[src/rtl/rng_tx_scheduler_pkg.sv]
// rng_tx_scheduler_pkg
//   Shared types and constants for the RNG transmit scheduler: TX FSM state
//   encoding, debug counter widths and a saturating increment helper.
package rng_tx_scheduler_pkg;

  typedef enum logic [1:0] {
    ST_IDLE      = 2'd0,
    ST_WAIT_ACK  = 2'd1,
    ST_WAIT_DONE = 2'd2
  } tx_state_e;

  localparam int DROP_CNT_W = 16;
  localparam int SENT_CNT_W = 16;

  function automatic logic [DROP_CNT_W-1:0] sat_inc_drop(input logic [DROP_CNT_W-1:0] v);
    return (v == '1) ? v : v + 1'b1;
  endfunction

endpackage

[src/rtl/rng_tx_scheduler_if.sv]
// rng_tx_scheduler_if
//   Byte handshake between the RNG scheduler and the UART transmitter.
//   tx_start  scheduler -> uart  one-cycle load pulse
//   tx_data   scheduler -> uart  byte, stable from tx_start until tx_busy falls
//   tx_busy   uart -> scheduler  high while the transmitter is shifting
interface rng_tx_scheduler_if;
  logic       tx_start;
  logic [7:0] tx_data;
  logic       tx_busy;

  modport master (output tx_start, output tx_data, input tx_busy);
  modport slave  (input tx_start, input tx_data, output tx_busy);
endinterface

[src/rtl/rng_health_rct.sv]
// rng_health_rct
//   Continuous repetition-count health test on the sampled entropy stream.
//   clk, reset   system clock, synchronous active-high reset
//   sample_en    a new sample is present on bit_in this cycle
//   bit_in       sampled entropy bit
//   fail         combinational: this sample makes the run length reach REP_LIMIT
module rng_health_rct #(
  parameter int REP_LIMIT = 48
) (
  input  logic clk,
  input  logic reset,
  input  logic sample_en,
  input  logic bit_in,
  output logic fail
);

  localparam int               CNT_W = $clog2(REP_LIMIT + 1);
  localparam logic [CNT_W-1:0] LIMIT = CNT_W'(REP_LIMIT);

  logic [CNT_W-1:0] rep_q, rep_d;
  logic             prev_q, prev_d;

  always_comb begin
    rep_d  = rep_q;
    prev_d = prev_q;
    if (sample_en) begin
      prev_d = bit_in;
      // rep_q==0 marks "no previous sample yet", so the first sample starts a run of 1
      if (rep_q == '0 || bit_in != prev_q) begin
        rep_d = CNT_W'(1);
      end else if (rep_q != LIMIT) begin
        rep_d = rep_q + 1'b1;
      end
    end
  end

  // Flagged in the same cycle as the offending sample so the top can keep
  // that sample's byte out of the holding buffer.
  assign fail = sample_en && (rep_d == LIMIT);

  always_ff @(posedge clk) begin
    if (reset) begin
      rep_q  <= '0;
      prev_q <= 1'b0;
    end else begin
      rep_q  <= rep_d;
      prev_q <= prev_d;
    end
  end

endmodule

[src/rtl/rng_tx_scheduler.sv]
// rng_tx_scheduler
//   Samples the ring-oscillator entropy bit every SAMPLE_DIV cycles, packs
//   samples MSB-first into bytes, runs the repetition-count health test and
//   hands passing bytes to the UART through a one-byte holding buffer.
//   clk          system clock
//   reset        synchronous active-high reset
//   entropy_bit  synchronised XOR of the ring oscillators
//   tx           byte handshake to the transmitter (master side)
//   alarm        sticky health failure; no new bytes are issued while set
//   disp_word    {dropped[15:0], sent[15:0]}
//
//   state      | meaning
//   -----------+-----------------------------------------------------------
//   IDLE       | waiting for a held byte and an idle transmitter
//   WAIT_ACK   | tx_start issued, waiting for tx_busy to rise (or time out)
//   WAIT_DONE  | transmitter shifting, waiting for tx_busy to fall
module rng_tx_scheduler #(
  parameter int SAMPLE_DIV  = 1000,
  parameter int REP_LIMIT   = 48,
  parameter int ACK_TIMEOUT = 16
) (
  input  logic                clk,
  input  logic                reset,
  input  logic                entropy_bit,
  rng_tx_scheduler_if.master  tx,
  output logic                alarm,
  output logic [31:0]         disp_word
);

  import rng_tx_scheduler_pkg::*;

  localparam int               DIV_W    = $clog2(SAMPLE_DIV);
  localparam logic [DIV_W-1:0] DIV_LAST = DIV_W'(SAMPLE_DIV - 1);
  localparam int               TMO_W    = $clog2(ACK_TIMEOUT);
  localparam logic [TMO_W-1:0] TMO_LAST = TMO_W'(ACK_TIMEOUT - 1);

  logic [DIV_W-1:0]      div_q, div_d;
  logic [2:0]            bit_cnt_q, bit_cnt_d;
  logic [6:0]            sreg_q, sreg_d;
  logic [7:0]            hold_q, hold_d;
  logic                  hold_valid_q, hold_valid_d;
  tx_state_e             state_q, state_d;
  logic [TMO_W-1:0]      tmo_q, tmo_d;
  logic                  tx_start_q, tx_start_d;
  logic [7:0]            tx_data_q, tx_data_d;
  logic                  alarm_q, alarm_d;
  logic [SENT_CNT_W-1:0] sent_q, sent_d;
  logic [DROP_CNT_W-1:0] dropped_q, dropped_d;

  logic       sample_en;
  logic       byte_done;
  logic [7:0] new_byte;
  logic       rct_fail;
  logic       issue;

  rng_health_rct #(
    .REP_LIMIT (REP_LIMIT)
  ) u_rct (
    .clk       (clk),
    .reset     (reset),
    .sample_en (sample_en),
    .bit_in    (entropy_bit),
    .fail      (rct_fail)
  );

  // Down-counter: reset value SAMPLE_DIV-1 places the first strobe on the
  // SAMPLE_DIV-th cycle after reset, same as counting 0..SAMPLE_DIV-1.
  assign sample_en = (div_q == '0);

  // sreg only keeps the 7 earlier samples; the 8th completes the byte directly.
  assign new_byte  = {sreg_q, entropy_bit};
  assign byte_done = sample_en && (bit_cnt_q == 3'd7);

  // alarm_d includes a trip happening on this very sample.
  assign alarm_d = alarm_q | rct_fail;
  assign issue   = (state_q == ST_IDLE) && hold_valid_q && !tx.tx_busy && !alarm_d;

  always_comb begin
    div_d        = sample_en ? DIV_LAST : div_q - 1'b1;
    bit_cnt_d    = bit_cnt_q;
    sreg_d       = sreg_q;
    hold_d       = hold_q;
    hold_valid_d = hold_valid_q;
    state_d      = state_q;
    tmo_d        = tmo_q;
    tx_start_d   = 1'b0;
    tx_data_d    = tx_data_q;
    sent_d       = sent_q;
    dropped_d    = dropped_q;

    if (sample_en) begin
      sreg_d    = new_byte[6:0];
      bit_cnt_d = bit_cnt_q + 1'b1;
    end

    case (state_q)
      ST_IDLE: begin
        if (issue) begin
          tx_start_d = 1'b1;
          tx_data_d  = hold_q;
          sent_d     = sent_q + 1'b1;
          tmo_d      = TMO_LAST;
          state_d    = ST_WAIT_ACK;
        end
      end
      ST_WAIT_ACK: begin
        if (tx.tx_busy) begin
          state_d = ST_WAIT_DONE;
        end else if (tmo_q == '0) begin
          state_d = ST_IDLE;
        end else begin
          tmo_d = tmo_q - 1'b1;
        end
      end
      ST_WAIT_DONE: begin
        if (!tx.tx_busy) begin
          state_d = ST_IDLE;
        end
      end
      default: state_d = ST_IDLE;
    endcase

    if (issue) begin
      hold_valid_d = 1'b0;
    end

    // A slot freed by this cycle's issue can take the completing byte.
    if (byte_done && !alarm_d) begin
      if (!hold_valid_q || issue) begin
        hold_d       = new_byte;
        hold_valid_d = 1'b1;
      end else begin
        dropped_d = sat_inc_drop(dropped_q);
      end
    end

    if (alarm_d) begin
      hold_valid_d = 1'b0;
    end
  end

  always_ff @(posedge clk) begin
    if (reset) begin
      div_q        <= DIV_LAST;
      bit_cnt_q    <= '0;
      sreg_q       <= '0;
      hold_q       <= '0;
      hold_valid_q <= 1'b0;
      state_q      <= ST_IDLE;
      tmo_q        <= '0;
      tx_start_q   <= 1'b0;
      tx_data_q    <= '0;
      alarm_q      <= 1'b0;
      sent_q       <= '0;
      dropped_q    <= '0;
    end else begin
      div_q        <= div_d;
      bit_cnt_q    <= bit_cnt_d;
      sreg_q       <= sreg_d;
      hold_q       <= hold_d;
      hold_valid_q <= hold_valid_d;
      state_q      <= state_d;
      tmo_q        <= tmo_d;
      tx_start_q   <= tx_start_d;
      tx_data_q    <= tx_data_d;
      alarm_q      <= alarm_d;
      sent_q       <= sent_d;
      dropped_q    <= dropped_d;
    end
  end

  assign tx.tx_start = tx_start_q;
  assign tx.tx_data  = tx_data_q;
  assign alarm       = alarm_q;
  assign disp_word   = {dropped_q, sent_q};

endmodule
[src/flat_wrapper.sv]
// flat-port wrapper written by rule: the top's interface ports become plain ports
module rng_tx_scheduler_flat import rng_tx_scheduler_pkg::*;
#(
  parameter int SAMPLE_DIV  = 1000,
  parameter int REP_LIMIT   = 48,
  parameter int ACK_TIMEOUT = 16
)
  (clk, reset, entropy_bit, alarm, disp_word, tx_tx_start, tx_tx_data, tx_tx_busy);
  rng_tx_scheduler_if tx_i ();
  input  logic clk;
  input  logic reset;
  input  logic entropy_bit;
  output logic alarm;
  output logic [31:0] disp_word;
  output wire logic [$bits(tx_i.tx_start)-1:0] tx_tx_start;
  output wire logic [$bits(tx_i.tx_data)-1:0] tx_tx_data;
  input wire logic [$bits(tx_i.tx_busy)-1:0] tx_tx_busy;
  assign tx_tx_start = tx_i.tx_start;
  assign tx_tx_data = tx_i.tx_data;
  assign tx_i.tx_busy = tx_tx_busy;
  rng_tx_scheduler #(.SAMPLE_DIV(SAMPLE_DIV), .REP_LIMIT(REP_LIMIT), .ACK_TIMEOUT(ACK_TIMEOUT)) u_core (.clk(clk), .reset(reset), .entropy_bit(entropy_bit), .tx(tx_i), .alarm(alarm), .disp_word(disp_word));
endmodule
[config.mk]
export PLATFORM = sky130hd
export DESIGN_NAME = rng_tx_scheduler_flat
export DESIGN_NICKNAME = d
export VERILOG_FILES = /design/src/rtl/rng_tx_scheduler_pkg.sv /design/src/rtl/rng_tx_scheduler_if.sv /design/src/rtl/rng_health_rct.sv /design/src/rtl/rng_tx_scheduler.sv /design/src/flat_wrapper.sv
export SDC_FILE = /design/constraint.sdc
export NUM_CORES = 1
export LEC_CHECK = 0
export BUFFER_PORTS_ARGS = -buffer_cell sky130_fd_sc_hd__buf_4
export CORE_AREA = 4 4 92 94
export CTS_CLUSTER_DIAMETER = 150
export DETAILED_ROUTE_END_ITERATION = 10
export DIE_AREA = 0 0 96 98
export GPL_ROUTABILITY_DRIVEN = 0
export PLACE_DENSITY = 0.77
export SYNTH_ARGS = -nofsm -noshare
export SYNTH_HDL_FRONTEND = slang
export SYNTH_HIERARCHICAL = 1
export SYNTH_SLANG_ARGS = --single-unit
[constraint.sdc]
create_clock -name clk -period 4.1 [get_ports clk]
set_input_delay 0.82 -clock clk [delete_from_list [all_inputs] [get_ports clk]]
set_output_delay 0.82 -clock clk [all_outputs]
set_load 0.01 [all_outputs]
# [Yosys cells after proc, flatten, opt, wreduce, memory -nomap -nowiden]
# Index checks and enable logic that the tools add are counted.
[word_totals] register_bits=84 inputBits=4 out_inout_bits=42 word_cells=76
[op_classes] n_addsub=6 n_eq_ne=12 mux=16 bitwise=4 n_reduce_logical=24
[op_table] cell="16-bit by 1-bit adder with 16-bit output, second input constant" count=2
[op_table] cell="6-bit 2-to-1 mux" count=3
[op_table] cell="16-bit == test, second input constant" count=1
[op_table] cell="4-bit 2-to-1 mux" count=3
[op_table] cell="10-bit zero test" count=1
[op_table] cell="10-bit by 1-bit subtractor with 10-bit output, second input constant" count=1
[op_table] cell="2-bit 2-to-1 mux" count=4
[op_table] cell="4-bit case mux with 2 select lines" count=1
[op_table] cell="6-bit by 1-bit adder with 6-bit output, second input constant" count=1
[op_table] cell="6-bit == test, second input constant" count=1
[op_table] cell="1-bit logical AND" count=6
[op_table] cell="6-bit zero test" count=1
[op_table] cell="2-bit != test, second input constant" count=3
[op_table] cell="6-bit != test, second input constant" count=1
[op_table] cell="2-bit case mux with 3 select lines" count=1
[op_table] cell="3-bit AND reduction" count=2
[op_table] cell="2-bit OR reduction" count=3
[op_table] cell="4-bit zero test" count=1
[op_table] cell="1-bit 2-to-1 mux" count=4
[op_table] cell="2-bit AND reduction" count=2
[op_table] cell="4-bit AND reduction" count=1
[op_table] cell="4-bit by 1-bit subtractor with 4-bit output, second input constant" count=1
[op_table] cell="3-bit by 1-bit adder with 3-bit output, second input constant" count=1
[op_table] cell="3-bit == test, second input constant" count=1
[op_table] cell="11 further kinds" count=16

# [Depth between registers and ports, before layout]
# Gate-level depths: netlist of the first run.
[depth] word_depth=12 ltp_mapped=18 ltp_nobuf=14

# [Cells and area by module]
# The synthesis of the first run kept the hierarchy.
[modules_own_cells] mod="rng_tx_scheduler" n_inst=1 cells_per_inst=373 area_each_um2=3245.6 seq_area_each_um2=1541.5
[modules_own_cells] mod="rng_health_rct" n_inst=1 cells_per_inst=63 area_each_um2=535.5 seq_area_each_um2=140.1

# [Worst setup path after synthesis of the first run]
# OpenSTA, ideal clock, no wires.
[synth_path] path_type="register to register" start="reg u_core.div_q[0]" end="reg u_core.dropped_q[11]" setup_time_ps=70 t_arrival_ps=4200 required_ps=4030 path_slack_ps=-170 path_stages_with_launch=19 path_buffers=5 period_less_slack_ps=4270 cell_sequence="dfxtp_1 inv_1 ha_1 or4b_1 buf_2 or3_1 buf_6 inv_2 buf_2 clkbuf_1 o2111ai_1 nand4_1 nor4_2 or4b_2 nor3_1 o311ai_1 buf_2 or4_1 a21oi_1"
[synth_between] elab_chain_len=10 elab_cells_between_ends=12 cone_classes="eq/ne: 1; mux: 1; bitwise: 2; reduce/logical: 8"
[synth_lines] element="start, declared" line_no="rng_tx_scheduler.sv:37" source="logic [DIV_W-1:0] div_q, div_d;"
[synth_lines] element="start signal, assigned" line_no="rng_tx_scheduler.sv:157" source="div_q <= div_d;"
[synth_lines] element="10-bit zero test *" line_no="rng_tx_scheduler.sv:68" source="assign sample_en = (div_q == '0);"
[synth_lines] element="named net u_core.sample_en" line_no="rng_tx_scheduler.sv:50" source="logic sample_en;"
[synth_lines] element="6-bit 2-to-1 mux" line_no="rng_health_rct.sv:26" source="if (sample_en) begin"
[synth_lines] element="6-bit == test" line_no="rng_health_rct.sv:39" source="assign fail = sample_en && (rep_d == LIMIT);"
[synth_lines] element="1-bit logical AND *" line_no="rng_health_rct.sv:39"
[synth_lines] element="named net u_core.rct_fail" line_no="rng_tx_scheduler.sv:53" source="logic rct_fail;"
[synth_lines] element="1-bit bitwise OR *" line_no="rng_tx_scheduler.sv:75" source="assign alarm_d = alarm_q | rct_fail;"
[synth_lines] element="1-bit zero test *" line_no="rng_tx_scheduler.sv:76, rng_tx_scheduler.sv:128"
[synth_lines] element="1-bit logical AND" line_no="rng_tx_scheduler.sv:76" source="assign issue = (state_q == ST_IDLE) && hold_valid_q && !tx.tx_busy && !alarm_d;"
[synth_lines] element="1-bit logical OR" line_no="rng_tx_scheduler.sv:129" source="if (!hold_valid_q || issue) begin"
[synth_lines] element="1-bit inverter (no source line)"
[synth_lines] element="3-bit AND reduction (no source line) *"
[synth_lines] element="end signal, assigned" line_no="rng_tx_scheduler.sv:168" source="dropped_q <= dropped_d;"
[synth_lines] element="end, declared" line_no="rng_tx_scheduler.sv:48" source="logic [DROP_CNT_W-1:0] dropped_q, dropped_d;"
# The timed path passes the listed nets; every way through them passes the cells marked *.
# A chain may end at the register's enable or synchronous reset.

# [Final worst setup path of the first run]
[layout_path] start="reg u_core.div_q[0]" end="reg u_core.dropped_q[7]"
[layout_between] elab_chain_len=10 elab_cells_between_ends=12 cone_classes="eq/ne: 1; mux: 1; bitwise: 2; reduce/logical: 8"
[layout_lines] element="10-bit zero test *" line_no="rng_tx_scheduler.sv:68"
[layout_lines] element="6-bit 2-to-1 mux" line_no="rng_health_rct.sv:26"
[layout_lines] element="6-bit == test" line_no="rng_health_rct.sv:39"
[layout_lines] element="1-bit logical AND *" line_no="rng_health_rct.sv:39"
[layout_lines] element="named net u_core.rct_fail" line_no="rng_tx_scheduler.sv:53"
[layout_lines] element="1-bit bitwise OR *" line_no="rng_tx_scheduler.sv:75"
[layout_lines] element="1-bit zero test *" line_no="rng_tx_scheduler.sv:76, rng_tx_scheduler.sv:128"
[layout_lines] element="1-bit logical AND" line_no="rng_tx_scheduler.sv:76"
[layout_lines] element="1-bit logical OR" line_no="rng_tx_scheduler.sv:129"
[layout_lines] element="1-bit inverter (no source line)"
[layout_lines] element="3-bit AND reduction (no source line) *"
# Marks and branches as above.

==> summary.md, run 1 <==
| Metric | Value |
|---|---|
| Largest area contributor in the netlist | dfxtp_1 |
| Setup crit end kind | register |
| Syn_nets | 448 |
| Fillcell total | 693 |
| WL/cell | 13.98 um |
| Core ar. | ~7600 sq um |
| Sequential area share after synthesis | ~44% |
| Setup Buffers After CTS | 0 |
| Synth Flop Type | dfxtp_1 |
| Met1 usage | 21.47% |
| Final #Nets | 491 |
| Synth Area in Compound Gates | 11.52% |
| CTS buffer count | 9 |
| CTS max path bufs | 2 |
| Share of cells above drive strength 1 | 17.56% |
| Multiplexer area fraction after synthesis | 2.945% |
| First-pass GRT wire length | 13,780 um |
| XOR/XNOR Fraction of Synth Area | under 10% |
| IO Port Bufs | 45 |
| DR pass1 iterations | 5 |
| Synth Area in Adders | under 10% |
| Pwr/cell area | 330.7 nW/um^2 |
| Vias/cell | 5.614 |
| GR Overflow Total | 0 |
| Synth Register Bits | 84 |
| Worst-margin pin slew | 1161 ps |
| GRT Util Overall | 17.79% |
| DR iter-0 viols | 167 |
| Syn Inst Count | 436 |
| Post-Syn Area | ~3800 sq um |
| Tcrit/Tclk final | 94.47% |
| Post-route DRC | 0 |
| Total power | about 0.0015 W |
| Worst skew pair latency | about 360 ps |
| Top cells by area, synth | dfxtp_1 (44%), nand2_1 (5.6%), xnor2_1 (4.6%), a21oi_1 (4.4%), nor2_1 (4.4%) |
| Synth cell types | 56 |
| Initial antenna violation count | 0 |
| Die width | 96 um |
| Die ar. | 9408 sq um |
| Die Ht | roughly 100 um |
| F_max | 0.2582 GHz |
| Avg Inst Size Synth | just under 9 sq um |
| Hold Vio Cnt, Final | 0 |
| CP required | roughly 4400 ps |
| Worst Path Max Fanout | 7 |
| Met3 Use GR | 4.622% |
| Via count | 3,290 |
| Routed WL | approximately 8000 um |
| GR Layer Usage met2 | 29.42% |
| CTS tree | yes |
| Area growth syn-to-layout | 18.20% |
| Site row count | 32 |
| Hold_buf cts | 0 |
| Pins Over Slew Limit | 0 |
| DP Wirelength | ~5600 um |
| Commonest cells post-synth | dfxtp_1 (84), nand2_1 (56), nor2_1 (44), a21oi_1 (33), xnor2_1 (20) |
| Clock skew | around 12 ps |
| Simple-gate portion of the synthesized area | 27.50% |
| Slew Limit Headroom | 21.90% |
| # setup viols final | 0 |
| Async S/R FF share, synth | 0% |
| TNS Setup | 0 ps |
| H-tree depth | 3 |
| Diodes inserted | 0 |
| Main combinational cell family by area after synthesis | simple AND/OR/NAND/NOR gates |
| Antenna Violating Nets Remaining | 0 |
| Max-Cap Viols | 0 |
| Min-delay worst type | reg -> reg |
| Largest net degree at the start of global routing | 82 |
| Worst-case vdd ir drop | between 0.00015 and 0.0002 V |
| Most frequent cell after synthesis | dfxtp_1 |
| GR peak layer | met2 |
| Leak | 1.653 nW |
| Min Tclk post-route | 3873 ps |
| Crit path kind | reg -> reg |
| CTS clk-pin slew, worst paths | 90 ps |
| Setup crit start kind | register |
| Post-synth EDFFs | 0 |
| Initial Util | 49.44% |
| Yosys top cell area share | 44.47% |
| Clock Tree Root | clkbuf_8 |
| Yosys warns | 6 |
| I/O pin count | 46 |
| Outcome | completed |
| Vias in the first global route | 3,167 |
| Crit path DAT | 4150 ps |
| Post-cts repair resize count | 0 |
| Unrepaired setup endpoints after global routing | no |
| CTS Sinks | 84 |
cell families after synthesis:
| group | count (synthesis) |
|---|---|
| xor gates and xnor gates | 30 |
| DFF | 84 |
| muxes | 11 |
| AOI/OAI and AO/OA | 70 |
| adders and majority gates | 8 |
| and+or+nand+nor | 201 |
| buffers and inverters | 32 |
critical path: stages, from the launching register on:
cell,delay (ps)
dfxtp_1,340
inv_1,70
ha_2,190
or4b_4,470
or3_4,400
inv_4,100
nand2_1,80
a222oi_1,360
nor4_2,110
or4b_2,680
nor3_4,170
o311ai_4,150
buf_4,190
or3_1,340
a21oi_1,140
registers in the layout, summed over array words and instances, names as in the netlist:
name,flops
u_core/sent_q,16
u_core/hold_q,8
u_core/dropped_q,16
u_core/div_q,10
u_core/bit_cnt_q,3
u_core/state_q,2
u_core/tx.tx_start,1
u_core/u_rct/prev_q,1
u_core/sreg_q,7
u_core/tmo_q,4
u_core/tx.tx_data,8
u_core/alarm,1
u_core/hold_valid_q,1
u_core/u_rct/rep_q,6
layout make-up:
type	count	area (sq um)	area share (%)
multi-input combinational	320	1997	44.68
sequential	84	1682	37.63
inverter	12	47.55	1.064
clock inverter	7	93.84	2.100
tap	102	127.6	2.856
clock buffer	9	123.9	2.772
timing repair buffer	52	397.9	8.903
worst paths after layout:
path	slack (ps)	start	end	cells after the start
max	230	u_core/div_q[0]	u_core/dropped_q[7]	14
max reg2reg	230	u_core/div_q[0]	u_core/dropped_q[7]	14
min reg2reg	440	u_core/div_q[0]	u_core/div_q[0]	1
min	440	u_core/div_q[0]	u_core/div_q[0]	1
layer usage:
layer | part of all wire (%) | up-vias
met5 | 0 | -
met4 | 2.1 | 0
met3 | 4.7 | 18
met2 | 49 | 77
met1 | 44 | 1557
li1 | - | 1638
cells in the final DEF (no fill, tap or decap), types with 2 or more instances in the layout:
master	instances
and3_1	3
o2111ai_1	2
nand4b_1	3
buf_4	51
or4_1	6
and2_1	4
xor2_1	9
dfxtp_1	84
o31ai_1	4
a31oi_1	5
and4_1	3
nand2_1	56
nand4_1	11
clkbuf_8	9
a211oi_1	3
nor3b_1	3
mux2i_1	10
o21ai_0	9
xnor2_1	20
nor2b_1	7
inv_1	11
nor2_1	44
nand3_1	15
a21oi_1	33
or2_2	3
ha_1	7
inv_8	2
nor4_1	10
o31a_1	2
nand2b_1	3
nor3_1	11
or3_1	7
report_power, final:
group | internal [W] | switching [W] | total [W] | leakage, nW
sequential | 0.000818 | 0.00000265 | 0.000820 | 0.677
combinational | 0.00000711 | 0.0000193 | 0.0000264 | 0.869
clock | 0.000298 | 0.000333 | 0.000631 | 0.107
per-stage QoR:
step | instance area [sq um] | util (%) | instances | setup WS [ps] | hold WS (ps)
floorplan | 3787 | - | 436 | 0.7754 | 381.6
global placement | 4202 | 54.94 | 570 | 272.4 | 391.5
detailed placement | 4202 | 54.94 | 570 | 126.4 | 420.9
CTS | 4419 | 57.79 | 586 | 98.07 | 440.6
global route | 4469 | 58.44 | 586 | 18.29 | 461.2
finish | 4469 | 58.44 | 586 | 226.7 | 437.1
Power figures use the tool's default switching activity.
==> run 2, diff against run 1 <==
CORE_AREA = 4 4 97 90   (was 4 4 92 94)
DIE_AREA = 0 0 101 94   (was 0 0 96 98)
==> run 2 against run 1 <==
Against the previous run: design area rose by 0.25%; worst setup slack got worse by 3.9 ps; cell count is 0.17% lower; wire length decreased by 3.5%; hold slack got worse by 22 ps; register-to-register slack about the same; clock power is 14% higher; combinational power shrank 3%; clock skew is 3.3 ps lower; clock-buffer cell count did not move; core utilization shrank 0.97 points; via count is 2.4% lower; highest routed layer unchanged.
==> summary.md, run 2 (same netlist as run 1, synthesis figures left out) <==
| Metric | Value |
|---|---|
| Outcome | completed (unchanged) |
| DR iter-0 viols | 133 (was 167) |
| Worst skew pair latency | 360 ps (about the same) |
| F_max | 0.2579 GHz (was 0.2582 GHz) |
| Largest net degree at the start of global routing | 82 (unchanged) |
| Pins Over Slew Limit | 0 (unchanged) |
| Die ar. | 9494 sq um (was 9408 sq um) |
| Vias in the first global route | 2,989 (was 3,167) |
| H-tree depth | 3 (unchanged) |
| I/O pin count | 46 (unchanged) |
| Worst Path Max Fanout | 7 (unchanged) |
| Clock power frac | 45.9% (was 42.7%) |
| Via count | 3,210 (was 3,290) |
| Site row count | 31 (was 32) |
| Setup crit end kind | register (unchanged) |
| GR Overflow Total | 0 (unchanged) |
| Worst-case vdd ir drop | 0.0001705 V (was 0.0001650 V) |
| GRT Util Overall | 17.32% (was 17.79%) |
| Initial Util | 48.50% (was 49.44%) |
| Area of the multi-input gates | 1973 sq um (was 1997 sq um) |
| CTS tree | yes (unchanged) |
| Share of cells above drive strength 1 | 17.49% (was 17.56%) |
| Min Tclk post-route | 3877 ps (was 3873 ps) |
| Hold_buf cts | 0 (unchanged) |
| Hold Vio Cnt, Final | 0 (unchanged) |
| Routed WL | 7900 um (was 8190 um) |
| Antenna Violating Nets Remaining | 0 (unchanged) |
| Clock skew | 8.437 ps (was 11.76 ps) |
| CTS buffer count | 9 (unchanged) |
| Clock Tree Root | clkbuf_8 (unchanged) |
| Crit path kind | reg -> reg (unchanged) |
| Diodes inserted | 0 (unchanged) |
| CP startpoint | u_core/div_q[0] (unchanged) |
| Post-route DRC | 0 (unchanged) |
| Setup crit start kind | register (unchanged) |
| TNS Setup | 0 ps (unchanged) |
| Vias/cell | 5.487 (was 5.614) |
| Storage cell area | 1682 sq um (unchanged) |
| Sw frac | 21.09% (was 24.02%) |
| Slew Limit Headroom | 18.97% (was 21.90%) |
| Crit path DAT | 4160 ps (was 4150 ps) |
| Fillcell total | 711 (was 693) |
| DP Wirelength | 5340 um (was 5615 um) |
| Die Ht | 94 um (was 98 um) |
| Initial antenna violation count | 0 (unchanged) |
| Pwr/cell area | 348.8 nW/um^2 (was 330.7 nW/um^2) |
| Comb power frac | 1.6% (was 1.8%) |
| CTS max path bufs | 2 (unchanged) |
| # setup viols final | 0 (unchanged) |
| Leak | 1.658 nW (was 1.653 nW) |
| Sequential Power Share | 52.5% (was 55.5%) |
| Final worst slack | 222.9 ps (was 226.7 ps) |
| Core ar. | 7796 sq um (was 7647 sq um) |
| Unrepaired setup endpoints after global routing | no (unchanged) |
| Tcrit/Tclk final | 94.56% (was 94.47%) |
| Final #Nets | 493 (was 491) |
| IO Port Bufs | 45 (unchanged) |
| WL/cell | 13.50 um (was 13.98 um) |
| Non-Filler Instances | 585 (was 586) |
| Placed Cells | 567 (was 570) |
| Reg2reg start | u_core/div_q[0] (unchanged) |
| CTS clk-pin slew, worst paths | 90 ps (about the same) |
| Largest registers | u_core/dropped_q (16), u_core/sent_q (16), u_core/div_q (10) (unchanged) |
| Area growth syn-to-layout | 18.50% (was 18.20%) |
| Commonest non-fill, non-tap cell in the layout | dfxtp_1 (unchanged) |
| CTS Sinks | 84 (unchanged) |
| CP required | 4380 ps (about the same) |
| Most frequent cells in the layout | dfxtp_1 (84), nand2_1 (56), buf_4 (53) (was dfxtp_1 (84), nand2_1 (56), buf_4 (51)) |
| Net switching power | 0.0003296 W (was 0.0003550 W) |
| First-pass GRT wire length | 13,480 um (was 13,780 um) |
| Worst-margin pin slew | 1204 ps (was 1161 ps) |
| Pint | 0.001233 W (was 0.001123 W) |
| Setup WS pre-CTS | 187.8 ps (was 126.4 ps) |
| Min-delay worst type | reg -> reg (unchanged) |
| Die width | 101 um (was 96 um) |
| DR pass1 iterations | 4 (was 5) |
| Max-Cap Viols | 0 (unchanged) |
| Hold Path Origin | u_core/div_q[0] (unchanged) |
run 2: changes by cell type in the layout (fill, tap and decap cells not counted), sizes merged:
cell | before | now
bufinv | 1 | 3
inv | 15 | 13
buf | 52 | 54
run 2: metal layers:
layer	wire, um	vias up	part of all wire (%)	global-route usage, %
met5	0	-	0	0
met2	3668	62	46	28.34
met3	370	11	4.7	5.642
met1	3756	1498	48	21.67
li1	-	1639	-	-
met4	104	0	1.3	5.205
run 2: power groups by stage:
stage	combinational (W)	clock, W	sequential (W)
floorplan	0.0000180	0	0.000839
global placement	0.0000261	0	0.000839
detailed placement	0.0000258	0	0.000839
CTS	0.0000258	0.000738	0.000820
global route	0.0000286	0.000772	0.000821
finish	0.0000257	0.000717	0.000820
run 2: cell type report:
type | instances | share of cell area, %
Multi-Input combinational cell | 320 | 44.04
Sequential cell | 84 | 37.53
Timing Repair Buffer | 54 | 9.132
Clock buffer | 9 | 2.765
Clock inverter | 7 | 2.765
Tap cell | 99 | 2.765
Inverter | 12 | 1.005
run 2: worst paths after layout:
path | to | slack (ps) | depth (start not counted)
worst max-delay path | u_core/dropped_q[7] | 220 | 14
worst min-delay path | u_core/div_q[0] | 410 | 1
worst max register to register | u_core/dropped_q[7] | 220 | 14
worst min register to register | u_core/div_q[0] | 410 | 1
run 2: repair_timing:
action | CTS | global route
setup buffers | 0 | 2
endpoints found under the setup margin | 0 | 5
hold endpoints to repair | 0 | 0
resized for setup | 0 | 4
run 2: stage by stage:
stage,cell area [sq um],total power (W),hold slack (ps),utilization [%]
final,4481,0.001563,414.6,57.47
after global routing,4481,0.001622,458.3,57.47
after CTS,4446,0.001584,417.9,57.02
after detailed placement,4198,0.0008651,397.6,53.84
after global placement,4198,0.0008651,390.1,53.84
after floorplan,3787,0.0008568,381.6,-
run 2: worst max-delay path: stages (launching register included):
cell and delay, ps:
dfxtp_1 340, inv_1 60, ha_1 190, or4b_4 480, or3_1 390, inv_2 130
nand2_1 80, a222oi_1 360, nor4_2 120, or4b_2 660, nor3_2 150, o311ai_2 180
buf_4 200, or3_1 340, a21oi_1 150
